## src/rtl/mc_ctrl_pkg.sv

```systemverilog
// Shared constants and types for the multi-cycle controller and its datapath:
// FSM state encoding, next-PC codes, datapath select codes, opcode/funct
// values and the one-hot instruction class vector.
package mc_ctrl_pkg;

    // Controller states; encodings 5-7 are unused and recover to FETCH.
    typedef enum logic [2:0] {
        ST_FETCH  = 3'd0,
        ST_DECODE = 3'd1,
        ST_EXE    = 3'd2,
        ST_MEM    = 3'd3,
        ST_WB     = 3'd4
    } state_t;

    // Next-PC unit operation codes.
    localparam logic [2:0] NPC_PC4 = 3'b000;
    localparam logic [2:0] NPC_BEQ = 3'b001;
    localparam logic [2:0] NPC_JAL = 3'b010;
    localparam logic [2:0] NPC_JR  = 3'b011;

    // ALU operation codes.
    localparam logic [2:0] ALU_ADD = 3'b000;
    localparam logic [2:0] ALU_SUB = 3'b001;
    localparam logic [2:0] ALU_OR  = 3'b010;
    localparam logic [2:0] ALU_LUI = 3'b011;

    // Register-file destination select.
    localparam logic [1:0] RD_RT = 2'b00;
    localparam logic [1:0] RD_RD = 2'b01;
    localparam logic [1:0] RD_RA = 2'b10;

    // Register-file write-data select.
    localparam logic [1:0] MTR_ALU = 2'b00;
    localparam logic [1:0] MTR_DM  = 2'b01;
    localparam logic [1:0] MTR_PC4 = 2'b10;

    // Immediate extension mode.
    localparam logic EXT_ZERO = 1'b0;
    localparam logic EXT_SIGN = 1'b1;

    // Opcodes (instr[31:26]).
    localparam logic [5:0] OP_RTYPE = 6'b000000;
    localparam logic [5:0] OP_ORI   = 6'b001101;
    localparam logic [5:0] OP_LUI   = 6'b001111;
    localparam logic [5:0] OP_LW    = 6'b100011;
    localparam logic [5:0] OP_SW    = 6'b101011;
    localparam logic [5:0] OP_BEQ   = 6'b000100;
    localparam logic [5:0] OP_JAL   = 6'b000011;

    // R-type function codes (instr[5:0]).
    localparam logic [5:0] FN_ADDU = 6'b100001;
    localparam logic [5:0] FN_SUBU = 6'b100011;
    localparam logic [5:0] FN_JR   = 6'b001000;

    // One-hot instruction class bit positions.
    localparam int CLS_NOP  = 0;
    localparam int CLS_ADDU = 1;
    localparam int CLS_SUBU = 2;
    localparam int CLS_JR   = 3;
    localparam int CLS_ORI  = 4;
    localparam int CLS_LUI  = 5;
    localparam int CLS_LW   = 6;
    localparam int CLS_SW   = 7;
    localparam int CLS_BEQ  = 8;
    localparam int CLS_JAL  = 9;
    localparam int CLS_W    = 10;

    typedef logic [CLS_W-1:0] cls_t;

    // Datapath selects that stay fixed for the whole execution of one class.
    typedef struct packed {
        logic [2:0] alu_op;
        logic       alu_src;
        logic       ext_op;
        logic [1:0] reg_dst;
        logic [1:0] mem_to_reg;
    } dp_sel_t;

    // Map an instruction class to its datapath selects; jr and NOP use none.
    function automatic dp_sel_t class_sel(input cls_t cls);
        dp_sel_t sel;
        sel.alu_op     = ALU_ADD;
        sel.alu_src    = 1'b0;
        sel.ext_op     = EXT_ZERO;
        sel.reg_dst    = RD_RT;
        sel.mem_to_reg = MTR_ALU;
        if (cls[CLS_ADDU]) begin
            sel.reg_dst = RD_RD;
        end else if (cls[CLS_SUBU]) begin
            sel.reg_dst = RD_RD;
            sel.alu_op  = ALU_SUB;
        end else if (cls[CLS_ORI]) begin
            sel.alu_op  = ALU_OR;
            sel.alu_src = 1'b1;
        end else if (cls[CLS_LUI]) begin
            sel.alu_op  = ALU_LUI;
            sel.alu_src = 1'b1;
        end else if (cls[CLS_LW]) begin
            sel.alu_src    = 1'b1;
            sel.ext_op     = EXT_SIGN;
            sel.mem_to_reg = MTR_DM;
        end else if (cls[CLS_SW]) begin
            sel.alu_src = 1'b1;
            sel.ext_op  = EXT_SIGN;
        end else if (cls[CLS_BEQ]) begin
            sel.alu_op = ALU_SUB;
        end else if (cls[CLS_JAL]) begin
            sel.reg_dst    = RD_RA;
            sel.mem_to_reg = MTR_PC4;
        end else begin
            sel.alu_op = ALU_ADD;
        end
        return sel;
    endfunction

endpackage

```

## src/rtl/mc_decode.sv

```systemverilog
// Combinational instruction classifier: IR contents -> one-hot class.
// Anything not explicitly recognised (including the all-zero word) is NOP.
module mc_decode
    import mc_ctrl_pkg::*;
(
    input  logic [31:0] instr,
    output cls_t        cls
);

    logic [5:0]  opcode;
    logic [5:0]  funct;
    logic [19:0] field_unused;

    assign opcode       = instr[31:26];
    assign funct        = instr[5:0];
    // Register and immediate fields do not affect sequencing.
    assign field_unused = instr[25:6];

    // Classify on opcode, and on funct for R-type words.
    always_comb begin
        cls = '0;
        case (opcode)
            OP_RTYPE: begin
                case (funct)
                    FN_ADDU: cls[CLS_ADDU] = 1'b1;
                    FN_SUBU: cls[CLS_SUBU] = 1'b1;
                    FN_JR:   cls[CLS_JR]   = 1'b1;
                    default: cls[CLS_NOP]  = 1'b1;
                endcase
            end
            OP_ORI:  cls[CLS_ORI] = 1'b1;
            OP_LUI:  cls[CLS_LUI] = 1'b1;
            OP_LW:   cls[CLS_LW]  = 1'b1;
            OP_SW:   cls[CLS_SW]  = 1'b1;
            OP_BEQ:  cls[CLS_BEQ] = 1'b1;
            OP_JAL:  cls[CLS_JAL] = 1'b1;
            default: cls[CLS_NOP] = 1'b1;
        endcase
    end

endmodule

```

## src/rtl/mc_ctrl.sv

```systemverilog
// Multi-cycle MIPS-subset controller: FETCH/DECODE/EXE/MEM/WB sequencer
// plus a retired-instruction counter. Control outputs are combinational
// from the current state and IR; PCWr fires once, in each instruction's
// last cycle, so the next-PC unit still sees the executing PC.
module mc_ctrl
    import mc_ctrl_pkg::*;
(
    input  logic        clk,
    input  logic        reset,
    input  logic [31:0] instr,
    input  logic        zero,
    output logic        IRWr,
    output logic        PCWr,
    output logic [2:0]  NPCOp,
    output logic        RegWr,
    output logic [1:0]  RegDst,
    output logic        ALUSrc,
    output logic [2:0]  ALUOp,
    output logic        ExtOp,
    output logic        MemWr,
    output logic [1:0]  MemtoReg,
    output logic        instr_done,
    output logic [2:0]  state,
    output logic [31:0] icount
);

    state_t      state_r;
    state_t      next_state_s;
    logic [31:0] icount_r;
    cls_t        cls_s;
    dp_sel_t     sel_s;
    logic        ir_wr_s;
    logic        pc_wr_s;
    logic [2:0]  npc_op_s;
    logic        reg_wr_s;
    logic        mem_wr_s;
    logic        zero_unused;

    // The equality flag feeds the next-PC unit directly, not the sequencer.
    assign zero_unused = zero;

    mc_decode u_decode (
        .instr (instr),
        .cls   (cls_s)
    );

    // Next-state and control decode; selects are class-fixed from EXE on.
    always_comb begin
        next_state_s = ST_FETCH;
        ir_wr_s      = 1'b0;
        pc_wr_s      = 1'b0;
        npc_op_s     = NPC_PC4;
        reg_wr_s     = 1'b0;
        mem_wr_s     = 1'b0;
        sel_s        = '0;
        case (state_r)
            ST_FETCH: begin
                ir_wr_s      = 1'b1;
                next_state_s = ST_DECODE;
            end
            ST_DECODE: begin
                if (cls_s[CLS_JAL]) begin
                    sel_s        = class_sel(cls_s);
                    pc_wr_s      = 1'b1;
                    npc_op_s     = NPC_JAL;
                    reg_wr_s     = 1'b1;
                    next_state_s = ST_FETCH;
                end else if (cls_s[CLS_JR]) begin
                    pc_wr_s      = 1'b1;
                    npc_op_s     = NPC_JR;
                    next_state_s = ST_FETCH;
                end else if (cls_s[CLS_NOP]) begin
                    pc_wr_s      = 1'b1;
                    npc_op_s     = NPC_PC4;
                    next_state_s = ST_FETCH;
                end else begin
                    next_state_s = ST_EXE;
                end
            end
            ST_EXE: begin
                sel_s = class_sel(cls_s);
                if (cls_s[CLS_BEQ]) begin
                    pc_wr_s      = 1'b1;
                    npc_op_s     = NPC_BEQ;
                    next_state_s = ST_FETCH;
                end else if (cls_s[CLS_LW] | cls_s[CLS_SW]) begin
                    next_state_s = ST_MEM;
                end else if (cls_s[CLS_ADDU] | cls_s[CLS_SUBU] |
                             cls_s[CLS_ORI]  | cls_s[CLS_LUI]) begin
                    next_state_s = ST_WB;
                end else begin
                    // Class cannot reach EXE while IR is stable; recover quietly.
                    next_state_s = ST_FETCH;
                end
            end
            ST_MEM: begin
                sel_s = class_sel(cls_s);
                if (cls_s[CLS_SW]) begin
                    mem_wr_s     = 1'b1;
                    pc_wr_s      = 1'b1;
                    npc_op_s     = NPC_PC4;
                    next_state_s = ST_FETCH;
                end else if (cls_s[CLS_LW]) begin
                    next_state_s = ST_WB;
                end else begin
                    next_state_s = ST_FETCH;
                end
            end
            ST_WB: begin
                sel_s        = class_sel(cls_s);
                reg_wr_s     = 1'b1;
                pc_wr_s      = 1'b1;
                npc_op_s     = NPC_PC4;
                next_state_s = ST_FETCH;
            end
            default: begin
                next_state_s = ST_FETCH;
            end
        endcase
    end

    // State register; reset aborts any instruction in flight.
    always_ff @(posedge clk) begin
        if (!reset) begin
            state_r <= ST_FETCH;
        end else begin
            state_r <= next_state_s;
        end
    end

    // Retired-instruction counter, stepping on each PC update.
    always_ff @(posedge clk) begin
        if (!reset) begin
            icount_r <= 32'd0;
        end else if (pc_wr_s) begin
            icount_r <= icount_r + 32'd1;
        end else begin
            icount_r <= icount_r;
        end
    end

    // Write enables are suppressed for as long as reset is held low.
    assign IRWr       = reset & ir_wr_s;
    assign PCWr       = reset & pc_wr_s;
    assign RegWr      = reset & reg_wr_s;
    assign MemWr      = reset & mem_wr_s;
    assign instr_done = reset & pc_wr_s;
    assign NPCOp      = npc_op_s;
    assign RegDst     = sel_s.reg_dst;
    assign ALUSrc     = sel_s.alu_src;
    assign ALUOp      = sel_s.alu_op;
    assign ExtOp      = sel_s.ext_op;
    assign MemtoReg   = sel_s.mem_to_reg;
    assign state      = state_r;
    assign icount     = icount_r;

endmodule

```

## config.mk

```make
export PLATFORM = sky130hd
export DESIGN_NAME = mc_ctrl
export DESIGN_NICKNAME = d
export VERILOG_FILES = /design/src/rtl/mc_ctrl_pkg.sv /design/src/rtl/mc_decode.sv /design/src/rtl/mc_ctrl.sv
export SDC_FILE = /design/constraint.sdc
export NUM_CORES = 1
export LEC_CHECK = 0
export ABC_AREA = 0
export BUFFER_PORTS_ARGS = -buffer_cell sky130_fd_sc_hd__clkbuf_2
export CAP_MARGIN = 20
export CORE_MARGIN = 2
export CORE_UTILIZATION = 46
export CTS_BUF_LIST = sky130_fd_sc_hd__clkbuf_2 sky130_fd_sc_hd__clkbuf_4 sky130_fd_sc_hd__clkbuf_8
export CTS_CLUSTER_SIZE = 12
export DETAILED_ROUTE_END_ITERATION = 8
export GPL_TIMING_DRIVEN = 0
export PLACE_DENSITY_LB_ADDON = 0.1
export SKIP_CTS_REPAIR_TIMING = 1
export SLEW_MARGIN = 0
export SYNTH_ARGS = -nofsm -noshare
export SYNTH_HDL_FRONTEND = slang
export SYNTH_SLANG_ARGS = --single-unit
```

## constraint.sdc

```tcl
create_clock -name clk -period 1.85 [get_ports clk]
set_input_delay 0 -clock clk [delete_from_list [all_inputs] [get_ports clk]]
set_output_delay 0 -clock clk [all_outputs]
set_load 0.01 [all_outputs]
```

==> results by stage, run 1 <==
Global routing:
- The first global-routing pass estimated approximately 9700 um of wire.
- Global routing used 22.09% of the available tracks.
- Global routing finished with a remaining overflow of 0.
- The initial antenna violation count was 0.
- Entering global routing, the biggest net connects 12 pins.
- The via count of the first global-routing pass is ~2000.

Worst setup path:
- The worst reg2reg path depth is 9.
- The startpoint of the lowest-slack register-to-register path is state[2].
- The critical path arrival is 2.07 ns.
- The nature of the critical path startpoint is an input port.
- The endpoint kind of the worst setup timing path is a primary output.
- Setup slack on the worst reg-to-reg path comes out at -0.21 ns.
- The worst path required time is 1.85 ns.
- The endpoint identified for the worst register-to-register timing path is icount[21].
- The worst setup path is of the in2out kind.
- The critical-path maximum fanout is 10.

Clocking:
- The cell sitting at the root of the clock tree is a sky130_fd_sc_hd__clkbuf_8.
- The clock passes through at most 2 buffers.
- The clock transition at the registers of the reported paths is 0.07 ns.
- The number of sinks handled by clock tree synthesis is 35.
- TritonCTS built the clock tree.
- The number of levels the H-tree was split into is 2.
- At the later pin of the worst-skew pair, clock insertion delay measures ~0.30 ns.
- In this run, CTS created clock tree buffers numbering 5.

Logic synthesis:
- The register bit count reported by yosys is 35.
- The share of synthesized flip-flops with an asynchronous set or reset is 0%.
- The Yosys warning count is 0.
- The average instance in the mapped netlist occupies between 7 and 8 um^2.
- The dominant register cell in the synthesized netlist is sky130_fd_sc_hd__dfxtp_1.
- The number of distinct standard cells referenced by the synthesized netlist is 43.
- The share of the Yosys chip area taken by registers is 30.27%.
- After technology mapping, the gate count stands at ~300.
- Counting flops with a built-in enable in the synthesized netlist gives 0.
- The synthesized netlist occupies a cell area of 2315 um^2.

Run:
- The tool flagged a number of max-cap violations equal to 0.

Pwr:
- The power dissipated by switching net loads is approximately 0.44 mW.
- The power density over the cells is 478.6 nW/um^2.
- The share of total power dissipated in the clock network is between 30% and 40%.
- In this run, flip-flops and latches consume 46.9% of the power.
- The total power after layout is between 1.5 and 2 mW.
- The internal portion of total power is 1.187 mW.
- The fraction of power spent switching nets is between 20 and 30%.
- VDD sags by at most 0.3725 mV.
- The leakage power total is 1.328 nW.
- The combinational share of power is 13.6%.

Die:
- The die extent in y is between 70 and 80 um.
- The core footprint is 4786 um^2.
- The initial core utilization is 48.37%.
- The number of primary I/O pins is 87.
- The placement row count is 25.
- The total die area is between 5000 and 6000 um^2.
- The horizontal extent of the die is 74.94 um.

STA:
- Setup repair after global routing could not meet its margin everywhere.
- The aggregate negative setup slack is -1.913 ns.
- The final critical path takes up 112.0% of the cycle.
- The number of max-slew violations in the final report was 0.
- For the finished layout, the period the worst path requires is 2.072 ns.
- Timing would allow up to a little under 500 MHz.
- The total setup violations reported at the end of the flow is 19.
- The count of final hold-check violations is 0.
- Clock skew on the completed layout was measured at just under 0.007 ns.
- The setup slack of the critical path after layout is -0.2221 ns.

Route:
- The wire length per cell is ~14 um.
- The violation count after the first detailed-route iteration is 182.
- The final route contains between 2000 and 3000 vias.
- Summed over all layers, the routed wires come to 6579 um.
- The first detailed-routing pass ran for 4 iterations.
- In this run the remaining antenna-violating nets after routing total 0.
- After detailed routing, the number of remaining DRC violations is 0.
- After detailed routing, the number of vias per cell comes to 5.489.

Cells and area:
- In the final design database the tool counted 432 nets.
- Compared with the post-synthesis result, the final layout area differs by 47.14%.
- The share of cells above drive strength 1 is 40.30%.
- The top cell types in the final layout, fill and taps aside, are sky130_fd_sc_hd__clkbuf_2, sky130_fd_sc_hd__nand2_1, sky130_fd_sc_hd__mux2i_1.
- Once layout is done, the placed cells without fillers occupy approximately 3400 um^2.
- 0 antenna diodes ended up in the layout.
- The commonest non-fill, non-tap cell in the layout is sky130_fd_sc_hd__clkbuf_2.

Placement:
- The HPWL after detailed placement is 4334 um.
- The number of input and output port buffers inserted is 62.
- After detailed placement, the total cell area comes to 2801 um^2.
- Routability-driven placement finished with a final weighted congestion of 0.8569.

Status:
- The final reports fail on setup timing.
- The run finished, with violations left.

Hold path:
- The worst hold path belongs to the class in2reg.
- The end of the worst hold path is icount[22].
- Along the worst hold path, the cell count comes to 3.
- In this run the most critical hold path is launched from reset.
-- kinds of logic (layout without fill, tap and decap cells) --
group                      Yosys count  after routing  share of synthesized area, %
AOI/OAI and AO/OA                   49             49                         13.89
xor gates and xnor gates             1              1                        0.3784
adders and majority gates            1              1                        0.5405
buffers and inverters               31            125                         6.918
DFF                                 35             35                         30.27
muxes                               31             31                         13.41
other                                1              2                        0.1620
and+or+nand+nor                    153            153                         34.43
-- metrics by stage --
stage	hold WS [ns]	util (%)	instances	setup WS, ns
after floorplan	0.1423	-	303	-0.04340
after global placement	0.3756	58.54	432	-0.3218
after detailed placement	0.3954	58.54	432	-0.3426
after CTS	0.08134	60.71	440	-0.4272
after global routing	0.09343	71.16	464	-0.2900
final	0.08009	71.16	464	-0.2221
-- sequential cells by signal (all words and copies together), names as in the netlist --
name / cells
icount: 32
state: 3
-- power groups by stage --
stage | clock network [mW] | registers, mW | logic (mW)
2_1_floorplan | 0 | 0.784 | 0.117
3_3_place_gp | 0 | 0.783 | 0.176
3_5_place_dp | 0 | 0.783 | 0.178
4_1_cts | 0.643 | 0.765 | 0.179
5_1_grt | 0.673 | 0.766 | 0.243
6_report | 0.644 | 0.765 | 0.221
-- metal layers --
layer / wire [um] / vias to the layer above / track usage [%]
met1: 2991 / 1220 / 30.48
met5: 0 / - / 0
met2: 3242 / 57 / 35.38
met3: 299 / 6 / 3.347
met4: 45 / 0 / 7.341
li1: - / 1264 / -
-- layout make-up --
| class | instances | area (um^2) |
|---|---|---|
| Multi-Input combinational cell | 237 | 1749 |
| Fill cell | 417 | 1380 |
| Sequential cell | 35 | 718.2 |
| Timing Repair Buffer | 88 | 545.5 |
| Buffer | 23 | 182.7 |
| Clock buffer | 7 | 96.34 |
| Tap cell | 67 | 83.83 |
| Inverter | 6 | 22.52 |
| Clock inverter | 1 | 7.507 |
-- critical path, cell delays in order --
cell and delay (ns):
sky130_fd_sc_hd__buf_2 0.15, sky130_fd_sc_hd__or4_4 0.52, sky130_fd_sc_hd__or4_1 0.47, sky130_fd_sc_hd__buf_4 0.18
sky130_fd_sc_hd__o211ai_4 0.11, sky130_fd_sc_hd__buf_6 0.18, sky130_fd_sc_hd__buf_8 0.16, sky130_fd_sc_hd__a21oi_4 0.06
sky130_fd_sc_hd__buf_6 0.11, sky130_fd_sc_hd__buf_6 0.11
-- how the worst max path moves through the flow --
stage,from,end,slack (ns),cells after the start
after floorplan,icount[3],icount[22],-0.04,6
after global placement,icount[3],icount[22],-0.32,6
after detailed placement,icount[3],icount[22],-0.34,6
after CTS,state[2],instr_done,-0.43,9
after global routing,instr[31],instr_done,-0.29,10
final,instr[31],instr_done,-0.22,10
-- synth_stat cells, types with 2 or more instances --
| library cell | count | area, um^2 |
|---|---|---|
| sky130_fd_sc_hd__nand4_1 | 11 | 68.82 |
| sky130_fd_sc_hd__dfxtp_1 | 35 | 700.7 |
| sky130_fd_sc_hd__o21ai_0 | 8 | 40.04 |
| sky130_fd_sc_hd__nand3_1 | 16 | 80.08 |
| sky130_fd_sc_hd__buf_4 | 6 | 45.04 |
| sky130_fd_sc_hd__or4_1 | 2 | 15.01 |
| sky130_fd_sc_hd__buf_2 | 2 | 10.01 |
| sky130_fd_sc_hd__nor2_1 | 12 | 45.04 |
| sky130_fd_sc_hd__and3b_1 | 2 | 17.52 |
| sky130_fd_sc_hd__clkbuf_1 | 14 | 52.55 |
| sky130_fd_sc_hd__o211a_1 | 3 | 30.03 |
| sky130_fd_sc_hd__nand4b_1 | 2 | 17.52 |
| sky130_fd_sc_hd__nand2_1 | 53 | 198.9 |
| sky130_fd_sc_hd__nor4b_1 | 2 | 17.52 |
| sky130_fd_sc_hd__inv_1 | 6 | 22.52 |
| sky130_fd_sc_hd__nor3_1 | 10 | 50.05 |
| sky130_fd_sc_hd__and3_1 | 2 | 12.51 |
| sky130_fd_sc_hd__mux2i_1 | 31 | 310.3 |
| sky130_fd_sc_hd__nand2b_1 | 29 | 181.4 |
| sky130_fd_sc_hd__and4_1 | 2 | 17.52 |
| sky130_fd_sc_hd__a21oi_1 | 18 | 90.09 |
| sky130_fd_sc_hd__a211oi_1 | 7 | 52.55 |
| sky130_fd_sc_hd__a2111oi_0 | 7 | 61.31 |
| sky130_fd_sc_hd__nor4_1 | 2 | 12.51 |
| sky130_fd_sc_hd__a31oi_1 | 2 | 12.51 |
Note: power is estimated with default switching activity, not from simulation.
==> run 2, diff against run 1 <==
ABC_AREA = unset   (was 0)
CORE_UTILIZATION = 45   (was 46)
CTS_BUF_LIST = unset   (was sky130_fd_sc_hd__clkbuf_2 sky130_fd_sc_hd__clkbuf_4 sky130_fd_sc_hd__clkbuf_8)
==> run 2 against run 1 <==
Net effect:
- the flow still finishes with violations (setup timing)
- die area increased by 2.1%
- final cell count increased by 1.3%
- core utilization decreased by 1.4 points
- routed wire length increased by 5.8%
- flip-flop and latch count unchanged
- sequential power about the same
- clock skew increased by 0.0013 ns
- largest power group unchanged
==> results by stage, run 2 (synthesis results as in run 1) <==
Cells and area:
- The net count reported at finish is between 400 and 500.
- Of the cells placed in the final design, the portion with a size suffix greater than 1 is around two fifths.
- At the end of the flow the core is filled with cells to 69.75%.
- The number of fill cells is between 400 and 500.
- The number of flip-flops in the largest register is 32.
- The area growth from synthesis to layout is 51.95%.
- Leaving out fill and tap cells, the most frequent cells in the layout are sky130_fd_sc_hd__clkbuf_2, sky130_fd_sc_hd__nand2_1, sky130_fd_sc_hd__mux2i_1.
- 0 antenna diodes ended up in the layout.
- Leaving out fill and tap cells, the most frequent cell in the layout is sky130_fd_sc_hd__clkbuf_2.

Worst setup path:
- The critical path is of the reg2out type.
- The critical-path maximum fanout is 8.
- The critical path arrival is 2.04 ns.
- STA classifies the critical path endpoint as a primary output.
- The signal on the critical path passes through buf_6 -> nor4bb_4 -> a22oi_2 -> o21a_4 -> buf_8 -> buf_8 -> a21oi_4 -> buf_6 -> buf_6.
- The delay of the slowest cell on the worst path is 0.32 ns.
- At the worst endpoint, the required time is 1.85 ns.
- The critical-path cell with the highest stage delay is sky130_fd_sc_hd__dfxtp_2.
- STA classifies the critical path startpoint as a register.
- Counting both buffers and inverters, the worst setup path holds a total of 5.
- The top cell family by delay on the critical path is buffers and inverters.
- Counting stages on the worst path, the most repeated cell is sky130_fd_sc_hd__buf_6.

Status:
- The run finished, with violations left.
- The checks that failed: setup timing.

Route:
- In this run the remaining antenna-violating nets after routing total 0.
- Dividing the detail-routed via count by the number of cells gives 5.464.
- The first-pass iteration count of the detailed router is 4.
- The count of vias placed by the detailed router is 2568.
- The violation count after the first detailed-route iteration is 166.
- The total detailed-routing wirelength is 6961 um.
- The wire length per cell is around 15 um.
- The residual DRC count is 0.

STA:
- The worst hold slack is 0.09359 ns.
- The part of the cycle the worst path needs is 110.5%.
- The total setup violations reported at the end of the flow is 23.
- The smallest clock period supported by the final layout is computed as 2.045 ns.
- Setup repair after global routing could not meet its margin everywhere.
- The number of max-slew violations in the final report was 0.
- The fmax is 489.1 MHz.
- The worst clock skew on the final layout is between 0.008 and 0.009 ns.
- The count of final hold-check violations is 0.
- In the post-route analysis, the smallest setup slack over all paths is -0.1946 ns.

Placement:
- The number of input and output port buffers inserted is 62.
- At the end of routability-driven placement, the weighted congestion stood at between 0.8 and 0.9.
- The HPWL after detailed placement is about 4300 um.

Run:
- Across the run, the number of max-cap violations was 0.

Pwr:
- The power density over the cells is 442.0 nW/um^2.
- The worst ir drop on vdd is roughly 0.26 mV.
- Summed over all cells, the static leakage comes to 1.312 nW.

Die:
- The horizontal extent of the die is ~76 um.
- The die extent in y is 75.72 um.
- The initial utilization of the core area, before any placement, comes to 45.91%.
- Row generation in the floorplan step produced 26 rows.
- The die covers 5734 um^2.
- The core footprint is roughly 5000 um^2.
- The number of primary I/O pins is 87.

Clocking:
- In this run the deepest clock path goes through 2 buffers.
- The tree is rooted in a sky130_fd_sc_hd__clkbuf_8.
- At the later pin of the worst-skew pair, clock insertion delay measures 0.29 ns.
- After clock tree synthesis, the clock-pin slew on the worst setup and hold paths is 0.07 ns.
- TritonCTS built the clock tree.
- Counting the buffers created by CTS gives 5.
- The number of levels the H-tree was split into is 2.
- The number of sinks handled by clock tree synthesis is 35.

Global routing:
- The initial antenna violation count was 0.
- The via count of the first global-routing pass is ~2000.
- The largest net degree at the start of global routing is 11.
- The first-pass GRT wire length is approximately 9400 um.
- The global-route total usage across every layer is 21.27%.
- The overflow left after global routing is 0.

Hold path:
- The worst hold-check path type is in2reg.
## run 2: changes by cell type in the layout (fill, tap and decap cells not counted), sizes merged
cell	delta
clkbuf	-1
buf	+4
## run 2: worst paths after layout
path	from	endpoint	slack (ns)	depth (start not counted)
hold reg to reg	icount[31]	icount[31]	0.47	2
setup reg to reg	state[2]	icount[25]	-0.19	8
setup / recovery	state[2]	instr_done	-0.19	9
hold / removal	reset	icount[21]	0.09	3
## run 2: worst reg2reg max path: cells and delay by family (launching register included)
kind,cells,cell delay [ns]
simple gates,1,0.32
flops,1,0.32
compound gates,3,0.72
buf+inv,3,0.39
mux,1,0.23
## run 2: area by class of cell
type | count | area, um^2 | area share [%]
clock buffer | 5 | 68.82 | 1.957
timing repair buffer | 92 | 598.1 | 17.00
tap | 70 | 87.58 | 2.490
sequential | 35 | 709.4 | 20.17
inverter | 6 | 22.52 | 0.6403
multi-input combinational | 237 | 1833 | 52.12
buffer | 24 | 190.2 | 5.407
clock inverter | 1 | 7.507 | 0.2134
## run 2: power by group
| part | total [mW] | internal [mW] | switching, mW |
|---|---|---|---|
| Combinational | 0.250 | 0.107 | 0.143 |
| Sequential | 0.767 | 0.758 | 0.00887 |
| Clock | 0.538 | 0.250 | 0.287 |
| Total | 1.55 | 1.12 | 0.439 |
## run 2: through the flow
step | cells | total power [mW] | TNS (ns) | area [um^2] | setup WS [ns]
final | 470 | 1.555 | -2.090 | 3517 | -0.1946
after global routing | 470 | 1.626 | -4.658 | 3517 | -0.2752
after CTS | 441 | 1.492 | -6.337 | 2882 | -0.4089
after detailed placement | 435 | 0.9608 | -8.038 | 2805 | -0.3470
after global placement | 435 | 0.9596 | -7.766 | 2805 | -0.3116
after floorplan | 303 | 0.9009 | -0.3268 | 2407 | -0.04340
## run 2: per-layer routing
metal	vias up	wire length, um	track usage (%)
li1	1269	-	-
met3	9	256	4.233
met1	1230	3229	30.20
met2	60	3383	32.46
met4	0	92	6.628
met5	-	0	0
